## config.mk

```make
export PLATFORM = sky130hd
export DESIGN_NAME = tpu_tile_sequencer
export DESIGN_NICKNAME = d
export VERILOG_FILES = /design/src/rtl/tpu_pkg.sv /design/src/rtl/tpu_addr_gen.sv /design/src/rtl/tpu_tile_sequencer.sv
export SDC_FILE = /design/constraint.sdc
export NUM_CORES = 1
export LEC_CHECK = 0
export CAP_MARGIN = 20
export CORE_UTILIZATION = 30
export CTS_BUF_LIST = sky130_fd_sc_hd__clkbuf_16
export DETAILED_ROUTE_END_ITERATION = 6
export HOLD_SLACK_MARGIN = 0.1
export SYNTH_ARGS = -nofsm -noshare
export SYNTH_HDL_FRONTEND = slang
export SYNTH_HIERARCHICAL = 1
export SYNTH_SLANG_ARGS = --single-unit
```

## constraint.sdc

```tcl
create_clock -name clk -period 4.15 [get_ports clk]
set_input_delay 0.6225 -clock clk [delete_from_list [all_inputs] [get_ports clk]]
set_output_delay 0.6225 -clock clk [all_outputs]
set_load 0.01 [all_outputs]
```

## src/rtl/tpu_pkg.sv

```systemverilog
// Shared TPU constants and the tile sequencer state encoding.
// Latency: n/a (declarations only).
// Backpressure: n/a.
package tpu_pkg;

    // Default PE array edge length and SRAM address width.
    localparam int TPU_MATRIX_SIZE = 8;
    localparam int TPU_ADDRESSSIZE = 10;

    typedef enum logic [2:0] {
        ST_IDLE   = 3'd0,
        ST_LOAD_W = 3'd1,
        ST_RELOAD = 3'd2,
        ST_STREAM = 3'd3,
        ST_DRAIN  = 3'd4,
        ST_DONE   = 3'd5
    } seq_state_e;

endpackage

```

## src/rtl/tpu_addr_gen.sv

```systemverilog
// Tile address generator: addr_o = base_i + tile_i*MATRIX_SIZE + off_i, modulo 2^ADDRESSSIZE.
// Latency: purely combinational.
// Backpressure: none.
// Ports: base_i (region base), tile_i (tile index), off_i (row offset in tile), addr_o (wrapped address).
module tpu_addr_gen
    import tpu_pkg::*;
#(
    parameter int ADDRESSSIZE = TPU_ADDRESSSIZE,
    parameter int MATRIX_SIZE = TPU_MATRIX_SIZE,
    parameter int TILE_W      = 8,
    parameter int OFF_W       = 5
) (
    input  logic [ADDRESSSIZE-1:0] base_i,
    input  logic [TILE_W-1:0]      tile_i,
    input  logic [OFF_W-1:0]       off_i,
    output logic [ADDRESSSIZE-1:0] addr_o
);

    // Every term is cast to the address width first, so the sum wraps
    // naturally; truncating tile_i before the multiply is harmless because
    // only the low ADDRESSSIZE bits of the product survive anyway.
    assign addr_o = base_i
                  + ADDRESSSIZE'(tile_i) * ADDRESSSIZE'(MATRIX_SIZE)
                  + ADDRESSSIZE'(off_i);

endmodule

```

## src/rtl/tpu_tile_sequencer.sv

```systemverilog
// Tile sequencer: per tile pops a weight, pulses reload, streams MATRIX_SIZE UB reads, then writes MATRIX_SIZE result rows.
// Latency: job start to first pop 1 cycle; per tile 2 + MATRIX_SIZE + RESULT_LATENCY + MATRIX_SIZE cycles; done 1 cycle after last drain.
// Backpressure: waits in LOAD_W while the weight FIFO is empty; abort returns to IDLE next cycle without done.
// Ports: clk/rst; start/abort/num_tiles/ub_base_addr/res_base_addr job control; fifo_empty/fifo_read_enable weight FIFO;
//        we_rl reload; ub_rd_en/ub_rd_addr UB reads; res_we/res_addr result writes; tile_idx/busy/done status.
module tpu_tile_sequencer
    import tpu_pkg::*;
#(
    parameter int MATRIX_SIZE    = TPU_MATRIX_SIZE,
    parameter int ADDRESSSIZE    = TPU_ADDRESSSIZE,
    parameter int TILE_W         = 8,
    parameter int RESULT_LATENCY = 15
) (
    input  logic                   clk,
    input  logic                   rst,
    input  logic                   start,
    input  logic                   abort,
    input  logic [TILE_W-1:0]      num_tiles,
    input  logic [ADDRESSSIZE-1:0] ub_base_addr,
    input  logic [ADDRESSSIZE-1:0] res_base_addr,
    input  logic                   fifo_empty,
    output logic                   fifo_read_enable,
    output logic                   we_rl,
    output logic                   ub_rd_en,
    output logic [ADDRESSSIZE-1:0] ub_rd_addr,
    output logic                   res_we,
    output logic [ADDRESSSIZE-1:0] res_addr,
    output logic [TILE_W-1:0]      tile_idx,
    output logic                   busy,
    output logic                   done
);

    // One counter serves both STREAM (0..MATRIX_SIZE-1) and DRAIN (0..RESULT_LATENCY+MATRIX_SIZE-1).
    localparam int CNT_W = $clog2(RESULT_LATENCY + MATRIX_SIZE + 1);
    localparam logic [CNT_W-1:0] STREAM_LAST = CNT_W'(MATRIX_SIZE - 1);
    localparam logic [CNT_W-1:0] DRAIN_LAST  = CNT_W'(RESULT_LATENCY + MATRIX_SIZE - 1);
    localparam logic [CNT_W-1:0] LAT_C       = CNT_W'(RESULT_LATENCY);

    seq_state_e             state_q;
    logic [CNT_W-1:0]       cnt_q;
    logic [TILE_W-1:0]      tile_idx_q;
    logic [TILE_W-1:0]      num_tiles_q;
    logic [ADDRESSSIZE-1:0] ub_base_q;
    logic [ADDRESSSIZE-1:0] res_base_q;
    logic                   we_rl_q;
    logic                   ub_rd_en_q;
    logic [ADDRESSSIZE-1:0] ub_rd_addr_q;
    logic                   res_we_q;
    logic [ADDRESSSIZE-1:0] res_addr_q;
    logic                   busy_q;
    logic                   done_q;

    // Outputs are registered, so the address for the cycle after this one
    // is generated from the counter value that cycle will hold.
    logic [CNT_W-1:0]       ub_off_d;
    logic [CNT_W-1:0]       drain_cnt_d;
    logic [CNT_W-1:0]       res_off_d;
    logic                   res_hit_d;
    logic [TILE_W:0]        tile_next_d;
    logic                   more_tiles_d;
    logic [ADDRESSSIZE-1:0] ub_addr_w;
    logic [ADDRESSSIZE-1:0] res_addr_w;

    always_comb begin
        ub_off_d     = (state_q == ST_STREAM) ? cnt_q + CNT_W'(1) : '0;
        drain_cnt_d  = (state_q == ST_DRAIN)  ? cnt_q + CNT_W'(1) : '0;
        res_hit_d    = (drain_cnt_d >= LAT_C);
        res_off_d    = drain_cnt_d - LAT_C;
        // One extra bit so tile_idx+1 cannot wrap when num_tiles is at its maximum.
        tile_next_d  = {1'b0, tile_idx_q} + (TILE_W + 1)'(1);
        more_tiles_d = (tile_next_d < {1'b0, num_tiles_q});
    end

    tpu_addr_gen #(
        .ADDRESSSIZE (ADDRESSSIZE),
        .MATRIX_SIZE (MATRIX_SIZE),
        .TILE_W      (TILE_W),
        .OFF_W       (CNT_W)
    ) u_ub_addr (
        .base_i (ub_base_q),
        .tile_i (tile_idx_q),
        .off_i  (ub_off_d),
        .addr_o (ub_addr_w)
    );

    tpu_addr_gen #(
        .ADDRESSSIZE (ADDRESSSIZE),
        .MATRIX_SIZE (MATRIX_SIZE),
        .TILE_W      (TILE_W),
        .OFF_W       (CNT_W)
    ) u_res_addr (
        .base_i (res_base_q),
        .tile_i (tile_idx_q),
        .off_i  (res_off_d),
        .addr_o (res_addr_w)
    );

    always_ff @(posedge clk) begin
        if (rst) begin
            state_q      <= ST_IDLE;
            cnt_q        <= '0;
            tile_idx_q   <= '0;
            num_tiles_q  <= '0;
            ub_base_q    <= '0;
            res_base_q   <= '0;
            we_rl_q      <= 1'b0;
            ub_rd_en_q   <= 1'b0;
            ub_rd_addr_q <= '0;
            res_we_q     <= 1'b0;
            res_addr_q   <= '0;
            busy_q       <= 1'b0;
            done_q       <= 1'b0;
        end else begin
            // Strobes are single-cycle unless a state re-arms them below.
            we_rl_q    <= 1'b0;
            ub_rd_en_q <= 1'b0;
            res_we_q   <= 1'b0;
            done_q     <= 1'b0;
            if (abort) begin
                // In IDLE this is a no-op that also swallows a coincident start.
                state_q <= ST_IDLE;
                cnt_q   <= '0;
                busy_q  <= 1'b0;
            end else begin
                case (state_q)
                    ST_IDLE: begin
                        if (start) begin
                            num_tiles_q <= num_tiles;
                            ub_base_q   <= ub_base_addr;
                            res_base_q  <= res_base_addr;
                            tile_idx_q  <= '0;
                            cnt_q       <= '0;
                            busy_q      <= 1'b1;
                            if (num_tiles == '0) begin
                                state_q <= ST_DONE;
                                done_q  <= 1'b1;
                            end else begin
                                state_q <= ST_LOAD_W;
                            end
                        end
                    end
                    ST_LOAD_W: begin
                        if (!fifo_empty) begin
                            state_q <= ST_RELOAD;
                            we_rl_q <= 1'b1;
                        end
                    end
                    ST_RELOAD: begin
                        state_q      <= ST_STREAM;
                        cnt_q        <= '0;
                        ub_rd_en_q   <= 1'b1;
                        ub_rd_addr_q <= ub_addr_w;
                    end
                    ST_STREAM: begin
                        if (cnt_q == STREAM_LAST) begin
                            state_q <= ST_DRAIN;
                            cnt_q   <= '0;
                        end else begin
                            cnt_q        <= cnt_q + CNT_W'(1);
                            ub_rd_en_q   <= 1'b1;
                            ub_rd_addr_q <= ub_addr_w;
                        end
                        // Only matters when RESULT_LATENCY is 0: first result row lands on DRAIN entry.
                        if (cnt_q == STREAM_LAST && res_hit_d) begin
                            res_we_q   <= 1'b1;
                            res_addr_q <= res_addr_w;
                        end
                    end
                    ST_DRAIN: begin
                        if (cnt_q == DRAIN_LAST) begin
                            cnt_q <= '0;
                            if (more_tiles_d) begin
                                tile_idx_q <= tile_next_d[TILE_W-1:0];
                                state_q    <= ST_LOAD_W;
                            end else begin
                                state_q <= ST_DONE;
                                done_q  <= 1'b1;
                            end
                        end else begin
                            cnt_q <= cnt_q + CNT_W'(1);
                            if (res_hit_d) begin
                                res_we_q   <= 1'b1;
                                res_addr_q <= res_addr_w;
                            end
                        end
                    end
                    ST_DONE: begin
                        state_q <= ST_IDLE;
                        busy_q  <= 1'b0;
                    end
                    default: begin
                        state_q <= ST_IDLE;
                        busy_q  <= 1'b0;
                    end
                endcase
            end
        end
    end

    // The pop is the one combinational strobe: the FIFO head is consumed in the
    // same cycle it is seen non-empty. Abort and reset suppress it.
    assign fifo_read_enable = (state_q == ST_LOAD_W) && !fifo_empty && !abort && !rst;

    assign we_rl      = we_rl_q;
    assign ub_rd_en   = ub_rd_en_q;
    assign ub_rd_addr = ub_rd_addr_q;
    assign res_we     = res_we_q;
    assign res_addr   = res_addr_q;
    assign tile_idx   = tile_idx_q;
    assign busy       = busy_q;
    assign done       = done_q;

endmodule

```

==> results.md, run 1 <==
- Final setup TNS: 0 ns
- Setup Buffers After CTS: 0
- Period minus WS final: 3.64 ns
- Synth top area share: 0.318
- Drt pass-1 iters: 4
- Synth area leaders: dfxtp_1 (32%), ha_1 (12%), nand2_1 (8.2%)
- RSZ-0062 raised after global routing: no
- Gpl congestion: 0.812
- Max FO, Critical Path: 10
- Clock Latency Late Sink: 0.34 ns
- DR vias: 3,698
- Slew @ Worst Pin: 0.704 ns
- VDD IR-drop max: 0.169 mV
- Full die area: 15,000 sq um
- CTS Buffer Depth: 2
- Most common cell after layout, fill and taps aside: nand2_1
- Final worst-path cycle share: 0.877
- Cells after Synth: 520
- CP startpoint kind: register
- Largest net degree at the start of global routing: 69
- Cell Chain, Critical Path: inv_1 > ha_1 > nor3b_1 > mux2i_1 > xor2_1 > nor2_1 > inv_1 > fa_1 > inv_1 > ha_1 > a21o_2 > a21oi_2 > o21ai_0 > xor2_1 > nand2b_1 > mux2i_1
- Final Slew Violations: 0
- CTS buffer count: 9
- First-pass GRT wire length: 17,000 microns
- Hold Buf Count CTS: 0
- CTS sink cnt: 69
- Asr flop ratio synth: 0
- Clock power share: 0.474
- Pwr dens: 291 nW/um^2
- Layout cells sized above 1: 0.0515
- I/O Buffers: 66
- Slowest-stage cell, CP: dfxtp_1
- Hold WC Path Type: register to register
- IO Count: 67
- CTS root buffer: clkbuf_16
- Via/cell ratio: 4.85
- Total GRT Usage: 0.147
- Rel. slew slack: 0.529
- Mean post-synth cell area: 8.36 sq um
- Yosys Warn Count: 6
- Status: completed
- Top_reg_cell synth: dfxtp_1
- EDFF count, synth: 0
- # resized after CTS: 0
- Overflow after GRT: 0
- Cell mode on critical path: inv_1
- Fin. Hold Viols: 0
- Buf+Inv Stages, Crit Path: 3
- Register share of total power: 0.434
- Reg2Reg Depth: 16
- DR DRC count: 0
- Worst Skew: 0.00654 ns
- Setup crit end kind: register
- Layout fillers: 1,443
- WP depth: 16
- Design Power: 1580 uW
- Net switching power: 380 uW
- Wire length per cell: 13.7 microns
- Hold Crit Depth: 2
- Most frequent cells in the layout: nand2_1 (95), dfxtp_1 (69), clkdlybuf4s50_1 (65)
- Crit path max-delay family: adder cells
- CTS tree: yes
- Critical path class: register to register
- Nets: 659
- Clock-pin slew on the worst setup and hold paths: 0.06 ns
- Core area: 14,000 sq um
- Dpl hpwl: 7680 microns
- Worst endpoint required time: 4.38 ns
- Total routed wirelength: 10,400 microns
- Antenna fix cells: 0
- H-tree Lvls: 3
- Max Fclk: 0.275 GHz
- CP peak stage delay: 0.48 ns
- Area Overhead vs Synth: 25.1%
- Vias in the first global route: 3,583
- Arrival time worst endpoint: 3.87 ns
- Antenna violations before repair: 0
- Synth Register Bits: 69
- First DRT Iteration DRCs: 100
- Pleak: 0.00233 uW
- Yosys cell types: 55
- Int Pwr: 1200 uW
- Row count: 43
- Final ANT Viol Nets: 0
- Post-Syn Area: 4350 sq um
- Starting density of the core: 0.311
- Area leader, netlist: dfxtp_1
- Die Wd: 122 microns
- Post-synthesis sequential area ratio: 0.318
- Sw Ratio: 0.240
- Synthesized net count: 601
- Endpoints failing setup: 0
- Die Height: 122 microns
- Logic pwr share: 0.092
- Max-cap violations: 0
[final timing paths]
kind / from / endpoint / slack (ns)
setup / recovery: cnt_q[0]$_SDFFE_PP0P_ / res_addr[7]$_SDFFE_PP0P_ / 0.51
hold / removal: num_tiles_q[1]$_SDFFE_PP0P_ / num_tiles_q[1]$_SDFFE_PP0P_ / 0.45
setup reg to reg: cnt_q[0]$_SDFFE_PP0P_ / res_addr[7]$_SDFFE_PP0P_ / 0.51
hold reg to reg: num_tiles_q[1]$_SDFFE_PP0P_ / num_tiles_q[1]$_SDFFE_PP0P_ / 0.45
[final cells by class]
class | count | area (sq um) | area share
well taps | 180 | 225 | 0.0414
inverters | 24 | 90.1 | 0.0166
clock buffers | 9 | 225 | 0.0414
multi-input cells | 403 | 2770 | 0.509
repair buffers | 71 | 693 | 0.127
clock inverters | 6 | 55.1 | 0.0101
flip-flops and latches | 69 | 1380 | 0.254
[registers in the layout (all words and copies together), names as in the netlist]
signal and flops:
busy 1, state_q 3, ub_rd_addr 10, we_rl 1, res_addr 10, ub_base_q 10
ub_rd_en 1, done 1, tile_idx 8, res_we 1, res_base_q 10, num_tiles_q 8
cnt_q 5
[Yosys cell counts, types with 2 or more instances]
library cell	n
o21bai_1	4
buf_2	6
ha_1	42
and3_1	2
a21o_1	6
o21ai_0	6
or3_1	2
inv_1	24
and4b_1	3
a31oi_1	3
a21o_2	2
fa_1	6
o21a_1	3
o31ai_2	2
nand2_1	95
a221oi_1	2
nor4_1	2
o211ai_1	2
nor3_1	9
o21ai_1	9
nor2b_1	5
dfxtp_1	69
nand2b_1	22
nor3b_1	2
a31o_1	2
a211oi_1	2
a211oi_2	2
a21oi_2	2
mux2i_1	25
o22ai_1	2
nand3b_1	2
a21oi_1	43
xor2_1	13
nand3_1	12
nand4b_1	5
xnor2_1	15
a21boi_1	2
or2_1	2
clkbuf_1	17
nor2_1	31
[per-layer routing]
metal / GRT usage / up-vias / wire length (microns)
met4: 0.0640 / 0 / 153
met3: 0.0353 / 11 / 385
met2: 0.240 / 62 / 5070
met5: 0 / - / 0
met1: 0.183 / 1718 / 4840
li1: - / 1907 / -
[worst reg2reg max path, delay by kind of cell (launching register included)]
family	cells	cell delay [ns]
adders and majority gates	3	1.19
AOI/OAI and AO/OA	3	0.57
and+or+nand+nor	3	0.52
DFF	1	0.48
xor gates and xnor gates	2	0.32
buffers and inverters	3	0.21
muxes	2	0.21
[cell families (layout without fill, tap and decap cells)]
family                   count (synthesis)  after routing  share of synthesized area
multiplexers                            25             25                     0.0575
XOR/XNOR                                28             28                     0.0564
flip-flops                              69             69                      0.318
AO/OA/AOI/OAI                          103            103                      0.157
adder cells (fa/ha/maj)                 48             48                      0.148
buffers and inverters                   48            110                     0.0449
AND/OR/NAND/NOR                        199            199                      0.219
[power groups by stage]
| stage | registers, uW | clock network, uW | logic [uW] |
|---|---|---|---|
| finish | 687 | 749 | 145 |
| global route | 689 | 796 | 162 |
| CTS | 687 | 773 | 148 |
| detailed placement | 701 | 0 | 147 |
| global placement | 701 | 0 | 145 |
| floorplan | 698 | 0 | 89.6 |
[per-stage QoR]
step / worst slack, ns / hold WS (ns) / instances / utilization / instance area [sq um]
3_5_place_dp: 0.580 / 0.451 / 747 / 0.369 / 5160
5_1_grt: 0.209 / 0.479 / 762 / 0.389 / 5440
6_report: 0.511 / 0.452 / 762 / 0.389 / 5440
4_1_cts: 0.553 / 0.458 / 762 / 0.389 / 5440
3_3_place_gp: 0.672 / 0.445 / 747 / 0.369 / 5160
2_1_floorplan: 0.803 / 0.436 / 520 / - / 4350
No activity file was read; power rests on OpenSTA's default activity.
==> run 2: changes to the inputs <==
--- a/config.mk
+++ b/config.mk
@@ -5,7 +5,6 @@
 export SDC_FILE = /design/constraint.sdc
 export NUM_CORES = 1
 export LEC_CHECK = 0
-export CAP_MARGIN = 20
 export CORE_UTILIZATION = 30
 export CTS_BUF_LIST = sky130_fd_sc_hd__clkbuf_16
 export DETAILED_ROUTE_END_ITERATION = 6
==> results of run 2 <==
No change in the layout: final DEF, timing and power equal those of run 1.
==> run 3: changes to the inputs <==
--- a/config.mk
+++ b/config.mk
@@ -5,6 +5,7 @@
 export SDC_FILE = /design/constraint.sdc
 export NUM_CORES = 1
 export LEC_CHECK = 0
+export CORE_MARGIN = 2
 export CORE_UTILIZATION = 30
 export CTS_BUF_LIST = sky130_fd_sc_hd__clkbuf_16
 export DETAILED_ROUTE_END_ITERATION = 6
==> results.md, run 3 (synthesized netlist as in run 1, its figures left out) <==
- Status: completed
- DR DRC count: 0
- # resized after CTS: 0
- Via/cell ratio: 4.84
- Critical path class: register to register
- CP startpoint kind: register
- Row count: 44
- Wire length per cell: 13.9 microns
- Area Overhead vs Synth: 26.2%
- Gpl congestion: 0.826
- Drt pass-1 iters: 4
- Clock Latency Late Sink: 0.34 ns
- Setup Buffers After CTS: 0
- Hold Path Origin: ub_base_q[3]$_SDFFE_PP0P_
- DR vias: 3,716
- Most frequent cells in the layout: nand2_1 (95), dfxtp_1 (69), clkdlybuf4s50_1 (65)
- Start of the worst register-to-register path: state_q[2]$_SDFFE_PP0P_
- Core area: 14,400 sq um
- IO Count: 67
- Final Slew Violations: 0
- CP startpoint: state_q[2]$_SDFFE_PP0P_
- Hold WC Path Type: register to register
- Final ANT Viol Nets: 0
- Layout fillers: 1,431
- RSZ-0062 raised after global routing: no
- Hold Buf Count CTS: 0
- Clock-pin slew on the worst setup and hold paths: 0.06 ns
- Worst endpoint required time: 4.37 ns
- Die Height: 124 microns
- CP peak stage delay: 0.61 ns
- Slowest-stage cell, CP: dfxtp_1
- Buf+Inv Stages, Crit Path: 0
- Layout cells sized above 1: 0.0565
- Final setup TNS: 0 ns
- Arrival time worst endpoint: 3.85 ns
- First DRT Iteration DRCs: 171
- Cell mode on critical path: ha_1
- Cell Chain, Critical Path: or3b_1 > nor2_1 > ha_1 > and3_1 > ha_1 > fa_1 > ha_1 > o21ai_0 > nor3_1 > mux2i_1 > nand2_1 > nand2b_1 > mux2i_1
- Setup crit end kind: register
- CTS Buffer Depth: 2
- Pleak: 0.00235 uW
- CTS sink cnt: 69
- H-tree Lvls: 3
- First-pass GRT wire length: 17,400 microns
- Dpl hpwl: 7850 microns
- Full die area: 15,500 sq um
- Crit path max-delay family: simple AND/OR/NAND/NOR gates
- Final worst-path cycle share: 0.875
- DP Cell Count: 752
- Nets: 660
- I/O Buffers: 66
- VDD IR-drop max: 0.206 mV
- Fin. Hold Viols: 0
- CTS tree: yes
- Worst Skew: 0.00744 ns
- Non-filler cells, final: 768
- Total routed wirelength: 10,600 microns
- Die Wd: 124 microns
- Starting density of the core: 0.303
- Largest net degree at the start of global routing: 69
- Max-cap violations: 0
- Period minus WS final: 3.63 ns
- Rel. slew slack: 0.482
- Pwr dens: 302 nW/um^2
- Overflow after GRT: 0
- Endpoints failing setup: 0
- Vias in the first global route: 3,686
- CTS root buffer: clkbuf_16
- Antenna violations before repair: 0
- Antenna fix cells: 0
- Max FO, Critical Path: 16
- Total GRT Usage: 0.137
- Max Fclk: 0.275 GHz
- Most common cell after layout, fill and taps aside: nand2_1
- Slew @ Worst Pin: 0.775 ns
- CTS buffer count: 9
==> run 3: worst reg2reg max path: cells and delay by family, from the launching register on <==
family / cells / cell delay, ns
multiplexers: 2 / 0.29
flip-flops: 1 / 0.61
AO/OA/AOI/OAI: 1 / 0.13
AND/OR/NAND/NOR: 6 / 1.28
adder cells (fa/ha/maj): 4 / 1.22
==> run 3: metal layers <==
metal  track usage  part of all wire
met1         0.176              0.48
met3        0.0292             0.038
met2         0.224              0.46
met4        0.0529             0.022
met5             0                 0
==> run 3: area by class of cell <==
type | count | area, sq um | area share
multi-input combinational | 403 | 2770 | 0.505
sequential | 69 | 1380 | 0.252
timing repair buffer | 72 | 701 | 0.128
tap | 184 | 230 | 0.0419
clock buffer | 9 | 225 | 0.0410
clock inverter | 7 | 90.1 | 0.0164
inverter | 24 | 90.1 | 0.0164
==> run 3: worst paths after layout <==
kind	end	slack, ns	cells past startpoint
max	res_addr[8]$_SDFFE_PP0P_	0.52	13
min	ub_base_q[3]$_SDFFE_PP0P_	0.45	2
max reg2reg	res_addr[8]$_SDFFE_PP0P_	0.52	13
min reg2reg	ub_base_q[3]$_SDFFE_PP0P_	0.45	2
==> run 3: power breakdown <==
group / total, uW / switching (uW) / leakage [uW] / internal [uW]
combinational: 148 / 77.6 / 0.00164 / 70.0
clock: 822 / 299 / 0.000153 / 522
sequential: 688 / 10.2 / 0.000559 / 677
total: 1660 / 387 / 0.00235 / 1270
==> run 3: through the flow <==
stage | power, uW | hold slack, ns | cell area, sq um | setup WS (ns) | utilization
2_1_floorplan | 788 | 0.436 | 4350 | 0.803 | -
3_3_place_gp | 848 | 0.446 | 5170 | 0.672 | 0.360
3_5_place_dp | 850 | 0.448 | 5170 | 0.550 | 0.360
4_1_cts | 1670 | 0.456 | 5490 | 0.512 | 0.382
5_1_grt | 1720 | 0.481 | 5490 | 0.201 | 0.382
6_report | 1660 | 0.454 | 5490 | 0.519 | 0.382
